$ cat src/rtl/serializador_2b.sv
// 8-bit parallel to 2-bit serial lane, MS pair first, with alignment preamble,
// IDLE fill and a 2-entry ready/valid input buffer.
module serializador_2b #(
    parameter logic [7:0]  COM        = 8'hBC,
    parameter logic [7:0]  IDLE       = 8'h7C,
    parameter int unsigned SYNC_WORDS = 4
) (
    input  logic       clk16f,
    input  logic       reset,
    input  logic [7:0] data_in,
    input  logic       valid_in,
    output logic       ready_out,
    output logic [1:0] data_out,
    output logic       word_start,
    output logic       valid_out,
    output logic       sync_done
);

    localparam int unsigned CNT_W   = 4;
    localparam int unsigned DEPTH   = 2;
    localparam int unsigned WORD_W  = 8;

    typedef enum logic {SYNC, RUN} state_t;

    state_t                   state;
    state_t                   state_next;
    logic [1:0]               phase;
    logic [CNT_W-1:0]         sync_cnt;
    logic [WORD_W-1:0]        buf_mem [DEPTH];
    logic                     rd_ptr;
    logic                     wr_ptr;
    logic [1:0]               count;
    logic [WORD_W-3:0]        shreg;
    logic                     load;
    logic                     push;
    logic                     pop;
    logic [WORD_W-1:0]        next_word;
    logic                     next_valid;

    assign load      = (phase == 2'd0);
    assign ready_out = (count < 2'(DEPTH));
    assign push      = valid_in && ready_out;

    // State register
    always_ff @(posedge clk16f or posedge reset) begin
        if (reset) begin
            state <= SYNC;
        end else begin
            state <= state_next;
        end
    end

    // Next state and word selection for the upcoming load edge
    always_comb begin
        state_next = state;
        next_word  = IDLE;
        next_valid = 1'b0;
        pop        = 1'b0;
        case (state)
            SYNC: begin
                next_word = COM;
                if (load && (sync_cnt == CNT_W'(SYNC_WORDS - 1))) begin
                    state_next = RUN;
                end
            end
            RUN: begin
                // Registered count: a same-edge push into an empty buffer is not visible here
                if (count != 2'd0) begin
                    next_word  = buf_mem[rd_ptr];
                    next_valid = 1'b1;
                    pop        = load;
                end
            end
            default: begin
                state_next = SYNC;
            end
        endcase
    end

    // Serializer, preamble counter and buffer bookkeeping
    always_ff @(posedge clk16f or posedge reset) begin
        if (reset) begin
            phase      <= 2'd0;
            sync_cnt   <= '0;
            rd_ptr     <= 1'b0;
            wr_ptr     <= 1'b0;
            count      <= 2'd0;
            shreg      <= '0;
            data_out   <= 2'b00;
            word_start <= 1'b0;
            valid_out  <= 1'b0;
            sync_done  <= 1'b0;
        end else begin
            phase <= phase + 2'd1;
            if (load) begin
                data_out   <= next_word[7:6];
                shreg      <= next_word[5:0];
                word_start <= 1'b1;
                valid_out  <= next_valid;
                if (state == SYNC) begin
                    sync_cnt <= sync_cnt + CNT_W'(1);
                end else begin
                    sync_done <= 1'b1;
                end
            end else begin
                data_out   <= shreg[5:4];
                shreg      <= {shreg[3:0], 2'b00};
                word_start <= 1'b0;
            end
            if (push) begin
                wr_ptr <= ~wr_ptr;
            end
            if (pop) begin
                rd_ptr <= ~rd_ptr;
            end
            count <= count + 2'(push) - 2'(pop);
        end
    end

    // Buffer storage needs no reset; occupancy alone qualifies it
    always_ff @(posedge clk16f) begin
        if (push) begin
            buf_mem[wr_ptr] <= data_in;
        end
    end

endmodule
$ cat config.mk
export PLATFORM = sky130hd
export DESIGN_NAME = serializador_2b
export DESIGN_NICKNAME = d
export VERILOG_FILES = /design/src/rtl/serializador_2b.sv
export SDC_FILE = /design/constraint.sdc
export NUM_CORES = 1
export LEC_CHECK = 0
export CELL_PAD_IN_SITES_DETAIL_PLACEMENT = 2
export CELL_PAD_IN_SITES_GLOBAL_PLACEMENT = 2
export CORE_MARGIN = 4
export CORE_UTILIZATION = 30
export DETAILED_ROUTE_END_ITERATION = 7
export PLACE_DENSITY_LB_ADDON = 0.1
export SETUP_SLACK_MARGIN = 0.5
export SLEW_MARGIN = 30
export SYNTH_ARGS = -nofsm -noshare
export SYNTH_HDL_FRONTEND = slang
export SYNTH_SLANG_ARGS = --single-unit
$ cat constraint.sdc
create_clock -name clk16f -period 4.3 [get_ports clk16f]
set_clock_uncertainty 0.15 [all_clocks]
set_input_delay 0.86 -clock clk16f [delete_from_list [all_inputs] [get_ports clk16f]]
set_output_delay 0.86 -clock clk16f [all_outputs]
set_load 0.03 [all_outputs]
==> flow_summary.json <==
{
  "status": "finished, final reports clean",
  "cp_cell_sequence": "inv_1 > clkdlybuf4s50_1",
  "slowest_stage": "clkdlybuf4s50_1",
  "dp_slack_ns": 1.64,
  "tns_ns": 0,
  "cts_root_buf": "clkbuf_8",
  "ys_warn_count": 0,
  "arrival_ns": 1.50,
  "first_global_vias": 887,
  "postCtsSetupRepairBufs": 0,
  "max_slew_margin_pct": 45.7,
  "gp_congestion": 0.682,
  "hold_viol": 0,
  "cts.reportedPaths.clkPinSlew_ns": 0.08,
  "die_area_um2": 6030,
  "dp_hpwl_um": 1910,
  "drt_pass1_iterations": 3,
  "hold_slack_ns": 0.266,
  "wl_um": 2660,
  "tritoncts": "yes",
  "drc": 0,
  "rsz0062_at_grt": "no",
  "cts_sinks": 38,
  "antenna_found_initial": 0,
  "synth_top_area_share_pct": 37.8,
  "critPathKind": "register to output pin",
  "fp.coreArea_um2": 4720,
  "syn_nets": 111,
  "clk-insertion-delay-late_ns": 0.29,
  "layout.nets": 131,
  "end_kind": "output pin",
  "numPortBuffers": 16,
  "drive_above_1_share_pct": 12.0,
  "num_antenna_cells": 0,
  "postCtsResizedCells": 0,
  "setup_viol_count_final": 0,
  "grt_overflow": 0,
  "yosys-top-cells-area": "dfrtp_1, edfxtp_1, mux2i_1",
  "cts_buffers": 5,
  "clk_path_buf_depth": 2,
  "slowest_delay_ns": 0.68,
  "syn-instance-count": 96,
  "worstMarginPinSlew_ns": 0.809,
  "yosysUniqueCellTypes": 27,
  "layout_min_cycle_time_ns": 2.51,
  "syn-cell-area_um2": 1460,
  "groute.usage.overall_pct": 10.2,
  "hold_buffers": 0,
  "final.period_utilization_pct": 58.4,
  "yosysSeqAreaShare_pct": 70.9,
  "worst_slack_ns": 1.79,
  "avgSynthCellArea_um2": 15.2,
  "fp-row-count": 25,
  "maxSlewViolCount": 0,
  "path_buf_inv": 2,
  "num_vias": 760,
  "grt_max_degree": 23,
  "peakVddDrop_v": 0.000208,
  "path_max_fanout": 3,
  "die_x_um": 77.6,
  "area_growth_pct": 21.0,
  "grt_pass1_wl_um": 4640,
  "leakagePower_uw": 0.000726,
  "final_cells": 184,
  "fmax_mhz": 398,
  "cts.htree.levels": 2,
  "dp.cells": 176,
  "drt-vias-per-instance": 4.13,
  "required_ns": 3.29,
  "ys_ff_latch": 38,
  "yosys.area.top_type": "dfrtp_1",
  "max-cap-violations": 0,
  "postRouteAntennaNets": 0,
  "hold_class": "register to register",
  "die_h_um": 77.6,
  "worst_setup_path_start_kind": "register",
  "drtIter0Drc": 34,
  "start_util_pct": 30.8,
  "wl_per_cell_um": 14.4,
  "power.density_nw_per_um2": 571,
  "crit_family": "buffers and inverters",
  "io_pins": 17
}
flip-flops by register name (all words and copies together) (netlist names):
name / cells
data_out: 2
shreg: 6
count: 2
rd_ptr: 1
phase: 2
valid_out: 1
buf_mem: 16
state: 1
sync_done: 1
wr_ptr: 1
word_start: 1
sync_cnt: 4
synth_stat cells, drive strengths merged:
| cell | instances |
|---|---|
| a21oi | 4 |
| dfrtp | 22 |
| a31o | 1 |
| xor2 | 1 |
| or2b | 1 |
| nor2 | 10 |
| mux2i | 7 |
| xnor2 | 6 |
| o22a | 1 |
| nor2b | 1 |
| and2b | 1 |
| buf | 3 |
| or2 | 1 |
| mux2 | 1 |
| nand4 | 1 |
| a211oi | 1 |
| ha | 4 |
| edfxtp | 16 |
| o21ai | 1 |
| and3 | 1 |
| inv | 8 |
| o22ai | 1 |
| nand2 | 3 |
layer usage:
metal / global-route usage (%) / vias to the layer above / part of all wire, % / wire length [um]
met1: 12.7 / 371 / 44 / 1160
met3: 3.94 / 7 / 4.7 / 125
met5: 0 / - / 0 / 0
met2: 15.5 / 17 / 49 / 1310
li1: - / 365 / - / -
met4: 4.80 / 0 / 2.1 / 55
kinds of logic after synthesis:
kind of cell             synth area share [%]
XOR/XNOR                                 4.73
multiplexers                             5.85
adder cells (fa/ha/maj)                  3.44
buffers and inverters                    4.47
AO/OA/AOI/OAI                            3.96
AND/OR/NAND/NOR                          6.71
flip-flops                               70.9
final cells by class:
| class | instances | area, um^2 |
|---|---|---|
| fillers | 485 | 2960 |
| multi-input cells | 47 | 359 |
| well taps | 67 | 83.8 |
| flip-flops and latches | 38 | 1030 |
| clock buffers | 7 | 86.3 |
| inverters | 8 | 35.0 |
| repair buffers | 16 | 160 |
| clock inverters | 1 | 5.00 |
path summary, 6_finish.rpt:
| path | slack, ns | cells past startpoint | endpoint | startpoint |
|---|---|---|---|---|
| min in group asynchronous | 0.79 | 2 | sync_done | reset |
| max in group asynchronous | 2.82 | 2 | wr_ptr | reset |
| setup reg to reg | 1.89 | 10 | count[1] | phase[0] |
| hold / removal | 0.27 | 1 | phase[0] | phase[0] |
| setup / recovery | 1.79 | 2 | ready_out | count[1] |
| hold reg to reg | 0.27 | 1 | phase[0] | phase[0] |
per-stage QoR:
| stage | util, % | instance area [um^2] | power, uW |
|---|---|---|---|
| floorplan | - | 1460 | 678 |
| global placement | 35.3 | 1670 | 757 |
| detailed placement | 35.3 | 1670 | 770 |
| CTS | 37.3 | 1760 | 1030 |
| global route | 37.3 | 1760 | 1080 |
| finish | 37.3 | 1760 | 1010 |
power by group:
group | total (uW) | switching (uW) | internal (uW)
logic | 231 | 124 | 106
clock network | 250 | 121 | 129
registers | 525 | 54.0 | 471
layout by cell type (no fill, tap or decap), types with 2 or more instances in the layout:
master / synthesis / final
xnor2_1: 5 / 5
nor2_1: 10 / 10
edfxtp_1: 16 / 16
ha_1: 4 / 4
inv_1: 7 / 6
a21oi_1: 4 / 4
dfrtp_1: 22 / 22
nand2_1: 2 / 2
mux2i_1: 7 / 7
clkdlybuf4s50_1: 0 / 16
clkbuf_8: 0 / 6
(Power assumes the default switching activity.)
